<file path="config.mk">
export PLATFORM = sky130hd
export DESIGN_NAME = fsm_step_ctrl
export DESIGN_NICKNAME = d
export VERILOG_FILES = /design/src/rtl/fsm_step_ctrl.sv
export SDC_FILE = /design/constraint.sdc
export NUM_CORES = 1
export LEC_CHECK = 0
export CORE_UTILIZATION = 45
export DETAILED_ROUTE_END_ITERATION = 10
export HOLD_SLACK_MARGIN = 0.05
export PLACE_DENSITY = 0.66
export SETUP_SLACK_MARGIN = 0.02
export SYNTH_ARGS = -nofsm -noshare
export SYNTH_HDL_FRONTEND = slang
export SYNTH_SLANG_ARGS = --single-unit
</file>
<file path="constraint.sdc">
create_clock -name clk -period 2.2 [get_ports clk]
set_input_delay 0.22 -clock clk [delete_from_list [all_inputs] [get_ports clk]]
set_output_delay 0.22 -clock clk [all_outputs]
set_load 0.01 [all_outputs]
</file>
<file path="src/rtl/fsm_step_ctrl.sv">
// Step controller for the 3-bit board-demo sequence counter: arbitrates next/prev buttons and an auto-advance timer.
// Optional per-button debounce is compiled in with `define FSM_STEP_DEBOUNCE_EN.
module fsm_step_ctrl #(
    parameter int unsigned AUTO_DIV     = 1000,
    parameter int unsigned DEBOUNCE_CYC = 16
) (
    input  logic       clk,
    input  logic       rst_n,
    input  logic       btn_next,
    input  logic       btn_prev,
    input  logic       auto_en,
    input  logic       hold,
    output logic [2:0] state_o,
    output logic       step_o,
    output logic       dir_o,
    output logic       wrap_o,
    output logic [1:0] mode_o
);

    localparam int unsigned PS_W = $clog2(AUTO_DIV);

    localparam logic [1:0] MODE_MANUAL = 2'b00;
    localparam logic [1:0] MODE_AUTO   = 2'b01;
    localparam logic [1:0] MODE_PAUSE  = 2'b10;

    if (AUTO_DIV < 2 || DEBOUNCE_CYC < 1) begin : g_bad_param
        $error("fsm_step_ctrl: AUTO_DIV must be >= 2 and DEBOUNCE_CYC >= 1");
    end

    // Bit 0 carries the next button, bit 1 the prev button.
    logic [1:0]      sync1_q, sync2_q, prev_q, armed_q, armed_d, vld_q, lvl, req;
    logic [1:0]      mode_q, mode_d;
    logic [PS_W-1:0] ps_q, ps_d;
    logic [2:0]      state_q, state_d;
    logic            step_q, step_d, dir_q, dir_d, wrap_q, wrap_d;
    logic            tick, go_step, go_fwd;

`ifdef FSM_STEP_DEBOUNCE_EN
    localparam int unsigned DB_W = $clog2(DEBOUNCE_CYC + 1);

    logic [1:0]      stable_q, stable_d;
    logic [DB_W-1:0] db_cnt_q [2];
    logic [DB_W-1:0] db_cnt_d [2];

    // A new level is accepted once it has differed from the accepted one for DEBOUNCE_CYC cycles.
    always_comb begin
        stable_d = stable_q;
        for (int i = 0; i < 2; i++) begin
            db_cnt_d[i] = '0;
            if (sync2_q[i] != stable_q[i]) begin
                if (db_cnt_q[i] == DB_W'(DEBOUNCE_CYC - 1)) begin
                    stable_d[i] = sync2_q[i];
                end else begin
                    db_cnt_d[i] = db_cnt_q[i] + DB_W'(1);
                end
            end
        end
    end

    always_ff @(posedge clk) begin
        if (!rst_n) begin
            stable_q <= '0;
            for (int i = 0; i < 2; i++) begin
                db_cnt_q[i] <= '0;
            end
        end else begin
            stable_q <= stable_d;
            for (int i = 0; i < 2; i++) begin
                db_cnt_q[i] <= db_cnt_d[i];
            end
        end
    end

    assign lvl = stable_q;
`else
    assign lvl = sync2_q;
`endif

    // Next-state, arbitration and output logic.
    always_comb begin
        mode_d  = mode_q;
        ps_d    = ps_q;
        state_d = state_q;
        dir_d   = dir_q;
        step_d  = 1'b0;
        wrap_d  = 1'b0;
        go_step = 1'b0;
        go_fwd  = 1'b1;

        // A button held through reset stays disarmed until it is seen low after the synchronizer refills.
        armed_d = armed_q | ({2{vld_q[1]}} & ~sync2_q);
        req     = lvl & ~prev_q & armed_q;

        unique case ({auto_en, hold})
            2'b10:   mode_d = MODE_AUTO;
            2'b11:   mode_d = MODE_PAUSE;
            default: mode_d = MODE_MANUAL;
        endcase

        tick = (mode_q == MODE_AUTO) && (ps_q == PS_W'(AUTO_DIV - 1));

        case (mode_q)
            MODE_AUTO:  ps_d = tick ? '0 : ps_q + PS_W'(1);
            MODE_PAUSE: ps_d = ps_q;
            default:    ps_d = '0;
        endcase

        if (req == 2'b11) begin
            go_step = 1'b0;
        end else if (req != 2'b00) begin
            go_step = 1'b1;
            go_fwd  = req[0];
            ps_d    = '0;
        end else if (tick) begin
            go_step = 1'b1;
            go_fwd  = 1'b1;
        end

        if (go_step) begin
            step_d  = 1'b1;
            dir_d   = go_fwd;
            state_d = go_fwd ? state_q + 3'd1 : state_q - 3'd1;
            wrap_d  = go_fwd ? (state_q == 3'd7) : (state_q == 3'd0);
        end
    end

    always_ff @(posedge clk) begin
        if (!rst_n) begin
            sync1_q <= '0;
            sync2_q <= '0;
            prev_q  <= '0;
            armed_q <= '0;
            vld_q   <= '0;
            mode_q  <= MODE_MANUAL;
            ps_q    <= '0;
            state_q <= '0;
            step_q  <= 1'b0;
            dir_q   <= 1'b1;
            wrap_q  <= 1'b0;
        end else begin
            sync1_q <= {btn_prev, btn_next};
            sync2_q <= sync1_q;
            prev_q  <= lvl;
            armed_q <= armed_d;
            vld_q   <= {vld_q[0], 1'b1};
            mode_q  <= mode_d;
            ps_q    <= ps_d;
            state_q <= state_d;
            step_q  <= step_d;
            dir_q   <= dir_d;
            wrap_q  <= wrap_d;
        end
    end

    assign state_o = state_q;
    assign step_o  = step_q;
    assign dir_o   = dir_q;
    assign wrap_o  = wrap_q;
    assign mode_o  = mode_q;

endmodule

</file>
# Yosys cells after proc, flatten, opt, wreduce, memory -nomap -nowiden
# Cells that the tools add are included.
# classes
n_addsub	3
order_cmp	0
n_bitwise	6
n_mux	14
div	0
mul	0
eq_ne	7
reduce_logical	4
shift	0
# ops
operator	count
10-bit 2-to-1 mux	3
10-bit case mux with 2 select lines	1
10-bit by 1-bit adder with 10-bit output, second input constant	1
10-bit equality test, second input constant	1
2-bit equality test, second input constant	4
1-bit 2-to-1 mux	8
2-bit bitwise AND	3
2-bit inverter	2
2-bit case mux with 2 select lines	1
3-bit by 1-bit adder with 3-bit output, second input constant	1
3-bit equality test, second input constant	1
3-bit zero test	1
3-bit 2-to-1 mux	1
3-bit by 1-bit subtractor with 3-bit output, second input constant	1
2-bit by 1-bit equality test with 1-bit output, second input constant	1
2-bit OR	1
2-bit AND reduction	1
2-bit nonzero test	1
1-bit logical AND	1
# totals
romBits	0
n_memories	0
latchBits	0
out_inout_bits	8
ram_bits	0
inputBits	6
wordCells	46
reg_bits	28

# Longest topological paths before layout
# logic_depth
word_depth	7
mapped_depth	7
depth_no_buf	7

# Least setup slack after synthesis
# Ideal clock, no wire load.
# synth_timing
kind	reg-to-reg
startpoint	register prev_q[1]
endpoint	register state_q[2], in the netlist state_o[2]
slack_ps	369
period_less_slack_ps	1831
required_time_ps	2121
n_path_buf	0
arrival_time_ps	1752
setup_ps	79
stages_incl_launch_ff	6
path_cell_list	dfxtp_1 -> and3b_1 -> nand2_1 -> fa_1 -> or4_1 -> o211ai_1
# synth_via
elab_chain_len	7
word_cells_on_any_way	10
classes_between	eq/ne: 1; mux: 5; bitwise: 3; reduce/logical: 1
# synth_rtl
element	line	rtl
from (decl)	31	logic [1:0] sync1_q, sync2_q, prev_q, armed_q, armed_d, vld_q, lvl, req;
from (signal assigned)	143	prev_q <= lvl;
2-bit inverter *	92	req = lvl & ~prev_q & armed_q;
2-bit bitwise AND * (2 in a row)	92	
2-bit nonzero test	110	end else if (req != 2'b00) begin
1-bit 2-to-1 mux	110	
1-bit 2-to-1 mux *	108	if (req == 2'b11) begin
net go_fwd	36	logic tick, go_step, go_fwd;
3-bit 2-to-1 mux *	122	state_d = go_fwd ? state_q + 3'd1 : state_q - 3'd1;
to (signal assigned)	148	state_q <= state_d;
to (decl)	34	logic [2:0] state_q, state_d;
# Mark *: on every way through the listed nets, which the timed path passes. The rest lies on a longest branch.
# A chain may end at the register's enable or synchronous reset.

# Final worst setup path
# layout_timing
startpoint	register sync2_q[1], in the netlist lvl[1]
endpoint	register state_q[2], in the netlist state_o[2]
# layout_via
elab_chain_len	6
word_cells_on_any_way	9
classes_between	eq/ne: 1; mux: 5; bitwise: 2; reduce/logical: 1
# layout_rtl
element	line	rtl
from (decl)	31	
from (signal assigned)	142	sync2_q <= sync1_q;
2-bit bitwise AND * (2 in a row)	92	
2-bit nonzero test	110	
1-bit 2-to-1 mux	110	
1-bit 2-to-1 mux *	108	
net go_fwd	36	
3-bit 2-to-1 mux *	122	
# Marked as above.

==> results.md <==
- Post-Syn Area: between 0.001 and 0.0015 mm^2
- Pin count of the biggest net entering global routing: 20
- Synthesized flop and latch total: 28
- Outcome: finished clean
- Fraction of final layout cells sized beyond drive strength 1: 7.643%
- Worst EP arrival: 2290 ps
- Vias: approximately 1100
- RSZ-0062 raised after global routing: no
- Vias/cell: about 5.6
- Total track usage: between 10% and 20%
- First-pass GRT wire length: 4416 um
- Critical path endpoint category: flop
- Root Buffer: clkbuf_4
- Setup Buffers After CTS: 0
- Antenna diodes: 0
- Crit Path Category: reg2reg
- ANT nets after route: 0
- Drc violations: 0
- Die ar.: 0.003087 mm^2
- Data required, critical path: 2480 ps
- Sequential fraction of the synthesis area: a little over two fifths
- Area of the core: ~0.0027 mm^2
- Fin nets: 168
- Buffers on Ports: 13
- CTS sink cnt: 28
- YS warnings: 0
- Clock skew: 5.072 ps
- Netlist cell types: 40
- Slew Limit Fails: 0
- Initial antenna violation count: 0
- Post-layout power: between 0.8 and 0.9 mW
- Std-Cell Rows: 19
- Fillcell total: around 250
- I/O Pins: 14
- CTS buffer count: 3
- Worst slew pin tran: 348.6 ps
- Endpoints failing setup: 0
- GR Overflow Total: 0
- Reg clk slew, reported paths: 150 ps
- Total negative slack: 0 ps
- Clock latency on the worst-skew pair: roughly 330 ps
- Total leakage power: 0.5073 nW
- H-tree depth: 1
- Hold buffer count at CTS: 0
- Syn Nets: around 150
- Power Dens Cells: 587.6 mW/mm^2
- DR iter-0 viols: 40
- Die Span Y: ~56 um
- Startpoint class of the critical path: flop
- Final Hold Fails: 0
- Worst min path class: in2reg
- Layout Cells excl Fill: 188
- Number of synthesized flops with an enable pin: 0
- Layout area overhead: 14.63%
- Starting Density: 47.23%
- Synth Instances: between 100 and 150
- Most common library cell in the layout ignoring fill and taps: dfxtp_1
- CTS max path bufs: 2
- Number of global-route vias before repair: roughly 1000
- Max-cap violations: 0
- Placer Congestion: between 0.7 and 0.8
- Avg Cell Area, Syn: 9.030 um^2
- DRT Wirelength: ~2500 um
- Period minus WS final: between 2000 and 2500 ps
- Fmax: 495.7 MHz
- Wirelength per Cell: 13.35 um
- PostCTS Resize Cnt: 0
- Placed cells: about 180
- Dpl hpwl: 1797 um
- Slew margin rel.: 76.76%
- Post-layout util: a little over half
- Die Width: roughly 56 um
- Worst Path Max Fanout: 5
- Commonest cells after routing, fill and taps aside: dfxtp_1, nand2_1, clkdlybuf4s50_1
- CTS tree: built
- Final period util: between 90% and 100%
- Synth async-reset ratio: 0%
- First-pass DRT Iterations: 4
- Post-synth top flop: dfxtp_1
- VDD IR max: approximately 0.00041 V
## layer usage
layer / vias up / track usage [%] / part of all wire (%)
met5: - / 0 / 0
met2: 28 / 25.47 / 42
met3: 4 / 3.044 / 4.2
met1: 481 / 25.77 / 51
met4: 0 / 9.286 / 1.9
li1: 539 / - / -
## logic make-up after synthesis
logic type,Yosys count,synth area share (%)
AND/OR/NAND/NOR,68,29.36
multiplexers,3,2.326
adder cells (fa/ha/maj),4,4.458
AO/OA/AOI/OAI,26,15.41
buffers and inverters,14,5.039
flip-flops,28,43.41
## worst max-delay path, cell delays in order (launching register included)
cell	delay, ps
dfxtp_1	380
and3b_1	270
nand2_1	160
fa_1	460
or4_1	530
o211ai_1	160
## area by class of cell
class	instances	area (um^2)	share of cell area (%)
clock buffer	4	36.28	2.451
timing repair buffer	15	145.1	9.806
tap	31	38.79	2.620
sequential	28	560.5	37.87
inverter	9	33.78	2.282
multi-input combinational	101	665.6	44.97
## state kept, by name, summed over array words and instances (netlist names)
| name | cells |
|---|---|
| step_o | 1 |
| prev_q | 2 |
| dir_o | 1 |
| sync1_q | 2 |
| mode_o | 2 |
| state_o | 3 |
| vld_q | 2 |
| ps_q | 10 |
| wrap_o | 1 |
| lvl | 2 |
| armed_q | 2 |
## path summary, 6_finish.rpt
check,start,endpoint,slack [ps],depth (start not counted)
max,lvl[1],state_o[2],180,5
min,auto_en,mode_o[0],410,3
max reg2reg,lvl[1],state_o[2],180,5
min reg2reg,vld_q[0],vld_q[1],450,1
## cell usage after synthesis, types with 2 or more instances
master | count | area [um^2]
a311oi_1 | 2 | 17.52
and4_1 | 2 | 17.52
nand3b_1 | 3 | 22.52
nor2_1 | 11 | 41.29
o21ai_0 | 2 | 10.01
clkbuf_1 | 2 | 7.510
or3_1 | 3 | 18.77
and3_1 | 3 | 18.77
inv_1 | 9 | 33.78
nand2_1 | 17 | 63.81
and2_1 | 7 | 43.79
mux2i_1 | 3 | 30.03
and3b_1 | 2 | 17.52
nand3_1 | 8 | 40.04
a21oi_1 | 7 | 35.03
a31oi_1 | 6 | 37.54
ha_1 | 3 | 37.54
nor3_1 | 2 | 10.01
nand4_1 | 3 | 18.77
dfxtp_1 | 28 | 560.5
## metrics by stage
stage               setup slack (ps)  hold slack (ps)  area (um^2)
floorplan                      369.0            247.7         1291
global placement               307.9            423.1         1444
detailed placement             206.9            418.3         1444
CTS                            186.4            401.4         1480
global route                   51.30            417.1         1480
finish                         182.8            406.2         1480
## report_power, final
group	switching [mW]	internal (mW)
Sequential	0.0142	0.523
Clock	0.155	0.101
Combinational	0.0373	0.0384
(Power assumes the default switching activity.)
==> patch 1 (same settings) <==
Register the inputs `btn_next`, `btn_prev`, `auto_en` and `hold` before use, with the module's reset. The logic sees them one clock later.
--- a/src/rtl/fsm_step_ctrl.sv
+++ b/src/rtl/fsm_step_ctrl.sv
@@ -24,2 +24,21 @@
     localparam logic [1:0] MODE_PAUSE  = 2'b10;
+
+    logic btn_next_q;
+    logic btn_prev_q;
+    logic auto_en_q;
+    logic hold_q;
+
+    always_ff @(posedge clk) begin
+        if (!rst_n) begin
+            btn_next_q <= '0;
+            btn_prev_q <= '0;
+            auto_en_q  <= '0;
+            hold_q     <= '0;
+        end else begin
+            btn_next_q <= btn_next;
+            btn_prev_q <= btn_prev;
+            auto_en_q  <= auto_en;
+            hold_q     <= hold;
+        end
+    end
 
@@ -93,3 +112,3 @@
 
-        unique case ({auto_en, hold})
+        unique case ({auto_en_q, hold_q})
             2'b10:   mode_d = MODE_AUTO;
@@ -140,3 +159,3 @@
         end else begin
-            sync1_q <= {btn_prev, btn_next};
+            sync1_q <= {btn_prev_q, btn_next_q};
             sync2_q <= sync1_q;
Formal check against the unedited RTL: not equivalent (a bounded check fails within 4 cycles, from zero or initial values and one cycle with rst_n low).
==> patch 1 against the unedited design <==
The flow now finishes with violations (design-rule violations); wire length fell by 0.68%; total power rose by 28%; clock power increased by 72%; die area increased by 5.7%; sequential cell count increased by 4; design area grew 8.7%; area after synthesis rose by 5.9%; worst setup slack improved by 160 ps; critical endpoint unchanged.
==> patch 1: results (changes against the unedited design) <==
Power and ir drop
  • Total leakage power: 0.572 nW (+13%)
  • Logic pwr share: 0.058 (-0.029)
  • Sw Ratio: 0.223 (-0.0142)
  • Reg power frac: 0.547 (-0.071)
  • VDD IR max: 463 uV (+12%)
  • Tot Pwr: 0.00112 W (+28%)

Setup path
  • Worst Path Max Fanout: 4 (-1)
  • Reg2reg path depth: 7 (+2)
  • Slowest CP cell: fa_1
  • Max incr delay on CP: 450 ps (-80 ps)

Placement
  • GPL Wtd Cong: 0.796 (-0.43%)
  • DP Wirelength: 1750 um (-2.8%)
  • DP Worst Slack: 395 ps (+188 ps)
  • Placed cells: 189 (+2.7%)
  • Placed Area: 1530 sq um (+5.9%)

Clock network
  • Clock Pin Slew Worst Setup and Hold Paths: 100 ps (-50 ps)
  • CTS H-tree lvls: 2 (+1)
  • CTS Buf Count: 5 (+2)

Detailed routing
  • Pre-antenna DRT Iters: 7 (+3)
  • Residual DRC count: 2 (+2)
  • Detailed router's first-iteration violation count: 42 (+5.0%)
  • Vias: 1097 (+4.3%)
  • Drt total wl: 2490 um (-0.68%)
  • Via/cell ratio: 5.57 (-0.49%)

Timing
  • Worst-Margin Slew: 384 ps (+35.7 ps)
  • Clock Skews: 6.44 ps (+1.37 ps)
  • Hold_ws: 421 ps (+14.6 ps)

Worst hold path
  • Hold WC Path Type: flip-flop to flip-flop
  • HP Start: hold_q$_SDFF_PN0_
  • Number of stages on the worst hold path: 1 (-2)

Layout
  • Max FFs per register: 10 (unchanged)
  • Final net count: 175 (+4.2%)
  • Layout cells sized above 1: 0.0964 (+0.0200)

Global route
  • Largest net degree at the start of global routing: 23 (+15%)
  • Vias in the first global route: 999 (+0.10%)
  • First-pass GRT wire length: 4300 um (-2.7%)

Synth
  • Synth top area cells: dfxtp_1, nand2_1, and2_1
  • Top cells by count, synth: dfxtp_1, nand2_1, nor2_1
  • Mapped Nets: 158 (+3.3%)
  • Synth cell types: 41 (+2.5%)
  • Post-synthesis sequential area ratio: 0.468 (+0.0343)

Run status
  • Status: finished, violations left
  • Failing checks: design-rule violations
==> patch 1: cell count changes after synthesis, sizes merged, moves of 2 or more <==
| cell | change |
|---|---|
| nand4 | -3 |
| nand4b | -2 |
| nand3 | +2 |
| buf | -2 |
| dfxtp | +4 |
| a21oi | -4 |
| and4 | +2 |
| and3 | -2 |
| and2 | +3 |
| a31oi | -3 |
==> patch 1: cell type report <==
class,instances,area (sq um)
Clock buffer,5,37.5
Clock inverter,3,42.5
Fill cell,275,1220
Inverter,9,33.8
Multi-Input combinational cell,103,678
Sequential cell,32,641
Tap cell,31,38.8
Timing Repair Buffer,14,138
==> patch 1: metal layers <==
metal,wire [um],track usage,vias up
li1,-,-,559
met1,1250,0.226,508
met2,1080,0.266,24
met3,114,0.0771,6
met4,55,0.0732,0
met5,0,0,-
==> patch 1: worst max-delay path by stage <==
stage / from / to / slack (ps)
2_1_floorplan: prev_q[1]$_SDFF_PN0_ / state_o[2]$_SDFFE_PN0P_ / 540
3_3_place_gp: armed_q[1]$_SDFF_PN0_ / state_o[2]$_SDFFE_PN0P_ / 470
3_5_place_dp: armed_q[1]$_SDFF_PN0_ / state_o[2]$_SDFFE_PN0P_ / 390
4_1_cts: lvl[1]$_SDFF_PN0_ / state_o[2]$_SDFFE_PN0P_ / 380
5_1_grt: lvl[1]$_SDFF_PN0_ / state_o[2]$_SDFFE_PN0P_ / 200
6_report: armed_q[1]$_SDFF_PN0_ / state_o[2]$_SDFFE_PN0P_ / 340
==> patch 1: kinds of logic (layout without fill, tap and decap cells) <==
group	count (synthesis)	after routing	share of synthesized area
AND/OR/NAND/NOR	70	70	0.278
multiplexers	2	2	0.0146
buffers and inverters	13	31	0.0357
flip-flops	32	32	0.468
adder cells (fa/ha/maj)	4	4	0.0421
AO/OA/AOI/OAI	27	27	0.161
==> patch 2 (config.mk and constraints unchanged) <==
Made on the original files. `AUTO_DIV`: 1000 -> 500.
--- a/src/rtl/fsm_step_ctrl.sv
+++ b/src/rtl/fsm_step_ctrl.sv
@@ -3,3 +3,3 @@
 module fsm_step_ctrl #(
-    parameter int unsigned AUTO_DIV     = 1000,
+    parameter int unsigned AUTO_DIV     = 500,
     parameter int unsigned DEBOUNCE_CYC = 16
Check against the original RTL: no difference found for any inputs over 10 cycles, from zero or initial values and one cycle with rst_n low; that may be too few to reach the edited logic, so the function may still have changed.
==> patch 2 against the unedited design <==
First-iteration DRC count shrank 43%; wire length shrank 8.3%; clock skew shrank 1.0 ps; utilization grew 1.8 points; total power shrank 9.0%; worst setup slack gained 140 ps; sequential power shrank 5.2%; sequential cell count shrank 1; area after synthesis shrank 3.1%; design area shrank 3.9%.
==> patch 2: results (changes against the unedited design) <==
Detailed routing
  • Wire per inst: 12.8 um (-4.2%)
  • Detailed router's first-iteration violation count: 23 (-43%)

Placement
  • Placed cells: 176 (-4.3%)
  • DP Worst Slack: 343 ps (+136 ps)
  • GPL Wtd Cong: 0.799 (about the same)
  • Placed Area: 1390 sq um (-3.6%)

Setup path
  • Worst Path Max Fanout: 4 (-1)
  • Max incr delay on CP: 430 ps (-100 ps)
  • Slowest CP cell: fa_1
  • Reg2reg path depth: 7 (+2)
  • Arrival time worst endpoint: 2130 ps (-160 ps)

Power and ir drop
  • Total leakage power: 0.540 nW (+6.4%)
  • VDD IR max: 443 uV (+7.1%)

Layout
  • Final net count: 161 (-4.2%)
  • Layout cells sized above 1: 0.0933 (+0.0169)

Timing
  • Max_slew headroom: 0.692 (-0.0756)
  • Hold_ws: 433 ps (+26.6 ps)

Synth
  • Mapped Nets: 148 (-3.3%)
  • Mapped cell area: 1250 sq um (-3.1%)
  • Gate count after technology mapping: 138 (-3.5%)
  • Top cells by count, synth: dfxtp_1, nor2_1, nand2_1
  • Mux contribution to synthesized area: 0.0240 (+0.000744)

Global route
  • Vias in the first global route: 872 (-13%)
  • First-pass GRT wire length: 3650 um (-17%)

Worst hold path
  • HP Start: hold

Run status
  • Status: completed
patch 2: power groups by stage:
stage / Clock [W] / Combinational, W / Sequential (W)
3_3_place_gp: 0 / 0.0000619 / 0.000520
5_1_grt: 0.000244 / 0.0000697 / 0.000512
6_report: 0.000219 / 0.0000631 / 0.000510
4_1_cts: 0.000233 / 0.0000637 / 0.000510
3_5_place_dp: 0 / 0.0000636 / 0.000520
2_1_floorplan: 0 / 0.0000365 / 0.000521
patch 2: area by class of cell:
type / instances / area, sq um
repair buffers: 14 / 138
multi-input cells: 97 / 647
fillers: 234 / 1120
clock buffers: 3 / 22.5
inverters: 8 / 30.0
clock inverters: 1 / 7.51
well taps: 30 / 37.5
flip-flops and latches: 27 / 541
patch 2: layer usage:
layer / track usage / vias up / routed length [um]
met2: 0.305 / 13 / 1140
met5: 0 / - / 0
met3: 0.0361 / 2 / 65
met1: 0.198 / 496 / 1080
li1: - / 519 / -
met4: 0.0855 / 0 / 15
